### src/rtl/ram_arb_pkg.sv
// Shared constants and FSM state encoding for the two-port RAM arbiter.
package ram_arb_pkg;

    localparam int AW    = 5;
    localparam int DW    = 16;
    localparam int DEPTH = 32'd1 << AW;

    typedef enum logic [2:0] {
        ST_CLEAR  = 3'd0,
        ST_IDLE   = 3'd1,
        ST_ACCESS = 3'd2,
        ST_CAPT   = 3'd3,
        ST_ACK    = 3'd4
    } state_t;

    // Port index (0/1) encoded by a one-hot two-bit grant.
    function automatic logic grant_port(input logic [1:0] grant);
        return grant[1];
    endfunction

endpackage

### src/rtl/ram_arbiter_rr_arb2.sv
// Combinational two-requester round-robin picker; `last` is the port granted most recently.
module rr_arb2 (
    input  logic       req0,
    input  logic       req1,
    input  logic       last,
    output logic [1:0] grant
);
    import ram_arb_pkg::*;

    // A lone request always wins; on contention the port other than `last` wins.
    always_comb begin
        grant    = 2'b00;
        grant[0] = req0 & (~req1 | last);
        grant[1] = req1 & (~req0 | ~last);
    end

endmodule

### src/rtl/ram_arbiter.sv
// Round-robin arbiter/sequencer serialising two clients onto a single-port 32x16 RAM.
// Optional power-up clear of the RAM is built when RAM_ARB_CLEAR_EN is defined.
module ram_arbiter #(
    parameter int AW = ram_arb_pkg::AW,
    parameter int DW = ram_arb_pkg::DW
) (
    input  logic          clk,
    input  logic          rst,
    input  logic          req0,
    input  logic          req1,
    input  logic          we0,
    input  logic          we1,
    input  logic [AW-1:0] addr0,
    input  logic [AW-1:0] addr1,
    input  logic [DW-1:0] wdata0,
    input  logic [DW-1:0] wdata1,
    output logic          ack0,
    output logic          ack1,
    output logic [DW-1:0] rdata0,
    output logic [DW-1:0] rdata1,
    output logic          mem_r_w,
    output logic [AW-1:0] mem_addr,
    output logic [DW-1:0] mem_d_in,
    input  logic [DW-1:0] mem_d_out,
    output logic          busy
);
    import ram_arb_pkg::*;

`ifdef RAM_ARB_CLEAR_EN
    localparam state_t        RESET_STATE = ST_CLEAR;
    localparam logic          RESET_BUSY  = 1'b1;
    localparam logic [AW-1:0] LAST_ADDR   = {AW{1'b1}};
`else
    localparam state_t        RESET_STATE = ST_IDLE;
    localparam logic          RESET_BUSY  = 1'b0;
`endif

    state_t        state_r, state_s;
    logic          last_r, last_s;
    logic          port_r, port_s;
    logic          write_r, write_s;
    logic          ack0_r, ack0_s;
    logic          ack1_r, ack1_s;
    logic [DW-1:0] rdata0_r, rdata0_s;
    logic [DW-1:0] rdata1_r, rdata1_s;
    logic          mem_r_w_r, mem_r_w_s;
    logic [AW-1:0] mem_addr_r, mem_addr_s;
    logic [DW-1:0] mem_d_in_r, mem_d_in_s;
    logic          busy_r, busy_s;
    logic [1:0]    grant_s;

    rr_arb2 u_pick (
        .req0  (req0),
        .req1  (req1),
        .last  (last_r),
        .grant (grant_s)
    );

    // State and registered-output update.
    always_ff @(posedge clk or posedge rst) begin
        if (rst) begin
            state_r    <= RESET_STATE;
            last_r     <= 1'b1;
            port_r     <= 1'b0;
            write_r    <= 1'b0;
            ack0_r     <= 1'b0;
            ack1_r     <= 1'b0;
            rdata0_r   <= {DW{1'b0}};
            rdata1_r   <= {DW{1'b0}};
            mem_r_w_r  <= 1'b0;
            mem_addr_r <= {AW{1'b0}};
            mem_d_in_r <= {DW{1'b0}};
            busy_r     <= RESET_BUSY;
        end else begin
            state_r    <= state_s;
            last_r     <= last_s;
            port_r     <= port_s;
            write_r    <= write_s;
            ack0_r     <= ack0_s;
            ack1_r     <= ack1_s;
            rdata0_r   <= rdata0_s;
            rdata1_r   <= rdata1_s;
            mem_r_w_r  <= mem_r_w_s;
            mem_addr_r <= mem_addr_s;
            mem_d_in_r <= mem_d_in_s;
            busy_r     <= busy_s;
        end
    end

    // Next-state and next-output logic; ack defaults low so it only pulses for one cycle.
    always_comb begin
        state_s    = state_r;
        last_s     = last_r;
        port_s     = port_r;
        write_s    = write_r;
        ack0_s     = 1'b0;
        ack1_s     = 1'b0;
        rdata0_s   = rdata0_r;
        rdata1_s   = rdata1_r;
        mem_r_w_s  = mem_r_w_r;
        mem_addr_s = mem_addr_r;
        mem_d_in_s = mem_d_in_r;

        case (state_r)
            ST_CLEAR: begin
`ifdef RAM_ARB_CLEAR_EN
                mem_d_in_s = {DW{1'b0}};
                if (mem_r_w_r && (mem_addr_r == LAST_ADDR)) begin
                    mem_r_w_s = 1'b0;
                    state_s   = ST_IDLE;
                end else begin
                    mem_r_w_s  = 1'b1;
                    mem_addr_s = mem_r_w_r ? (mem_addr_r + {{(AW-1){1'b0}}, 1'b1}) : {AW{1'b0}};
                end
`else
                mem_r_w_s = 1'b0;
                state_s   = ST_IDLE;
`endif
            end
            ST_IDLE: begin
                mem_r_w_s = 1'b0;
                if (grant_s != 2'b00) begin
                    port_s     = grant_port(grant_s);
                    last_s     = grant_port(grant_s);
                    write_s    = grant_port(grant_s) ? we1 : we0;
                    mem_r_w_s  = grant_port(grant_s) ? we1 : we0;
                    mem_addr_s = grant_port(grant_s) ? addr1 : addr0;
                    mem_d_in_s = grant_port(grant_s) ? wdata1 : wdata0;
                    state_s    = ST_ACCESS;
                end else begin
                    state_s = ST_IDLE;
                end
            end
            ST_ACCESS: begin
                // The RAM acts on the edge closing this cycle; drop the write strobe with it.
                mem_r_w_s = 1'b0;
                if (write_r) begin
                    ack0_s  = ~port_r;
                    ack1_s  = port_r;
                    state_s = ST_ACK;
                end else begin
                    state_s = ST_CAPT;
                end
            end
            ST_CAPT: begin
                if (port_r) begin
                    rdata1_s = mem_d_out;
                end else begin
                    rdata0_s = mem_d_out;
                end
                ack0_s  = ~port_r;
                ack1_s  = port_r;
                state_s = ST_ACK;
            end
            ST_ACK: begin
                state_s = ST_IDLE;
            end
            default: begin
                mem_r_w_s = 1'b0;
                state_s   = ST_IDLE;
            end
        endcase

        busy_s = (state_s != ST_IDLE);
    end

    assign ack0     = ack0_r;
    assign ack1     = ack1_r;
    assign rdata0   = rdata0_r;
    assign rdata1   = rdata1_r;
    assign mem_r_w  = mem_r_w_r;
    assign mem_addr = mem_addr_r;
    assign mem_d_in = mem_d_in_r;
    assign busy     = busy_r;

endmodule
### config.mk
export PLATFORM = sky130hd
export DESIGN_NAME = ram_arbiter
export DESIGN_NICKNAME = d
export VERILOG_FILES = /design/src/rtl/ram_arb_pkg.sv /design/src/rtl/ram_arbiter_rr_arb2.sv /design/src/rtl/ram_arbiter.sv
export SDC_FILE = /design/constraint.sdc
export NUM_CORES = 1
export LEC_CHECK = 0
export ABC_AREA = 1
export BUFFER_PORTS_ARGS = -buffer_cell sky130_fd_sc_hd__buf_2
export CORE_ASPECT_RATIO = 1.1
export CORE_MARGIN = 4
export CORE_UTILIZATION = 47
export DETAILED_ROUTE_END_ITERATION = 16
export GPL_TIMING_DRIVEN = 0
export PLACE_DENSITY = 0.79
export SYNTH_ARGS = -nofsm -noshare
export SYNTH_HDL_FRONTEND = slang
export SYNTH_HIERARCHICAL = 1
export SYNTH_SLANG_ARGS = --single-unit
### constraint.sdc
create_clock -name clk -period 2 [get_ports clk]
set_input_delay 0.1 -clock clk [delete_from_list [all_inputs] [get_ports clk]]
set_output_delay 0.1 -clock clk [all_outputs]
set_load 0.05 [all_outputs]
==> impl_metrics.env <==
export IMPL_status="complete, no violations"
export IMPL_cts_sinks=63
export IMPL_final_common_cell="nand2_1"
export IMPL_fin_skew_ps=9.91
export IMPL_finalCriticalPeriod_ps=1500
export IMPL_ctsHtreeMaxLevel=3
export IMPL_rrSetupSlack_ps=500
export IMPL_numPlacedInstances=546
export IMPL_synthSimpleGateAreaFrac=0.374
export IMPL_gr_total_overflow=0
export IMPL_cts_buffers=9
export IMPL_hp_class="input port to register"
export IMPL_areaGrowthSynthToFinish_pct=38.3
export IMPL_wirelength_um=6760
export IMPL_drtPass1Iterations=4
export IMPL_tns_ps=0
export IMPL_timing_rr_start="last_r"
export IMPL_final_hold_violation_count=0
export IMPL_worstHoldEndpoint="mem_d_in[0]"
export IMPL_ys_seq_area_frac=0.572
export IMPL_clock_root_buffer="clkbuf_8"
export IMPL_arrival_ps=1720
export IMPL_intPower_uw=3380
export IMPL_final_cell_mix="220 x nand2_1, 131 x buf_2, 61 x dfrtp_1"
export IMPL_fin_cells=576
export IMPL_power_frac_clock=0.131
export IMPL_worst_r2r_path_depth=7
export IMPL_grt_max_degree=44
export IMPL_grt_pass1_vias=2537
export IMPL_setup_viol=0
export IMPL_drive_above_1_share=0.327
export IMPL_peakVddDrop_mv=0.885
export IMPL_vias=2612
export IMPL_synth_xor_area_frac=0
export IMPL_cts_tree="built"
export IMPL_antenna_found_initial=0
export IMPL_clk_pin_slew_worst_paths_ps=70
export IMPL_worst_ep_required_time_ps=2220
export IMPL_numPortBuffers=120
export IMPL_hpwl_um=4900
export IMPL_synthesis_area_mm2=0.00276
export IMPL_worst_pin_slew_ps=457
export IMPL_multi_input_area_mm2=0.00106
export IMPL_timing_final_crit_share=0.752
export IMPL_crit_fanout=10
export IMPL_p_per_area_mw_per_mm2=1910
export IMPL_synth_adder_area_share=0
export IMPL_track_usage=0.203
export IMPL_start_util=0.481
export IMPL_relSlewSlack=0.695
export IMPL_hold_buffers=17
export IMPL_setup_ws_ps=496
export IMPL_dieWidth_um=81.1
export IMPL_avgRoutedWirePerCell_um=11.7
export IMPL_synth_compound_area_share=0.00907
export IMPL_syn_avg_cell_area_um2=7.93
export IMPL_io_pins=121
export IMPL_seqPwrFrac=0.312
export IMPL_cts_resized=0
export IMPL_critPathKind="register to register"
export IMPL_seqCellArea_mm2=0.00158
export IMPL_die_area_mm2=0.00716
export IMPL_rsz0062_at_grt="no"
export IMPL_synthMuxAreaShare=0
export IMPL_p_sw_frac=0.537
export IMPL_switchingPower_uw=3920
export IMPL_drc_errors=0
export IMPL_antenna_cells=0
export IMPL_fmax_mhz=665
export IMPL_cts_max_path_buffers=2
export IMPL_synth_nets=412
export IMPL_hold_path_startpoint="wdata0[0]"
export IMPL_final_nets=561
export IMPL_synth_top_family_by_area="simple AND/OR/NAND/NOR gates"
export IMPL_yosys_warnings=6
export IMPL_postSynthCellCount=348
export IMPL_power_leakage_uw=0.00229
export IMPL_post_cts_buffers=0
export IMPL_design_area_mm2=0.00382
export IMPL_clock_latency_ps=320
export IMPL_grt_pass1_wl_um=11200
export IMPL_core_mm2=0.00573
export IMPL_via_per_inst=4.53
export IMPL_r2r_end="mem_addr[3]"
export IMPL_synth_seq_cells=63
export IMPL_cap_violations=0
export IMPL_hold_depth=5
export IMPL_comb_power_share=0.557
export IMPL_die_h_um=88.4
export IMPL_start_kind="register"
export IMPL_placed_area_mm2=0.00348
export IMPL_first_iter_violations=80
export IMPL_worst_hold_slack_ps=94.4
export IMPL_maxSlewViolCount=0
export IMPL_rows=29
export IMPL_antenna_left=0
export IMPL_pre_cts_ws_ps=492
export IMPL_end_kind="register"
export IMPL_synth_distinct_cells=17
export IMPL_gp_congestion=0.753
export IMPL_fillers=490
==> synthesized netlist by cell type (all sizes together) <==
library cell,n,area [µm²]
inv,11,41.3
o21ai,1,5.00
nor2,9,53.8
a21oi,1,8.76
a21boi,1,11.3
dfrtp,61,1530
nand3,25,135
buf,14,81.3
dfstp,2,52.6
nand2,223,845
==> logic make-up after synthesis <==
family | Yosys count
buffers and inverters | 25
AOI/OAI and AO/OA | 3
and+or+nand+nor | 257
DFF | 63
==> state kept, by name (all words and copies together), names as in the netlist <==
name      cells
ack0          1
ack1          1
busy          1
last_r        1
mem_addr      5
mem_d_in     16
mem_r_w       1
port_r        1
rdata0       16
rdata1       16
state_r       3
write_r       1
==> critical path, stage by stage (launching register included) <==
cell and delay [ps]:
dfstp_2 380, a21boi_2 260, inv_2 110, nand2_2 130, nand3_2 160, buf_2 230, nand2_1 80, nand2_1 50
==> metal layers <==
metal,global-route usage,vias up,wire (µm)
met5,0,-,0
met4,0.0891,0,124
met3,0.0591,13,557
met2,0.340,100,3230
met1,0.244,1144,2840
li1,-,1355,-
==> worst max path at each step <==
stage	cells past startpoint	from	slack [ps]	end
after floorplan	1	rst	330	ack0
after global placement	2	rst	-390	mem_d_in[0]
after detailed placement	7	last_r	490	mem_addr[3]
after CTS	7	last_r	480	mem_addr[3]
after global routing	8	last_r	330	mem_d_in[1]
final	7	last_r	500	mem_addr[3]
==> power by group through the flow <==
stage | Combinational (µW) | Clock [µW] | Sequential, µW
detailed placement | 4070 | 0 | 2280
floorplan | 1170 | 0 | 4180
global placement | 3990 | 0 | 2270
global route | 4410 | 1040 | 2360
finish | 4060 | 957 | 2280
CTS | 4100 | 985 | 2270
==> stage by stage <==
step / util / total power, µW
final: 0.666 / 7300
after global routing: 0.666 / 7810
after CTS: 0.666 / 7360
after detailed placement: 0.607 / 6350
after global placement: 0.603 / 6260
after floorplan: - / 5350
==> cell type report <==
cell class / instances / share of cell area
Buffer: 14 / 0.0213
Multi-Input combinational cell: 260 / 0.277
Sequential cell: 63 / 0.414
Clock inverter: 1 / 0.00131
Timing Repair Buffer: 138 / 0.207
Tap cell: 77 / 0.0252
Clock buffer: 12 / 0.0433
Inverter: 11 / 0.0108
(Power assumes the default switching activity.)
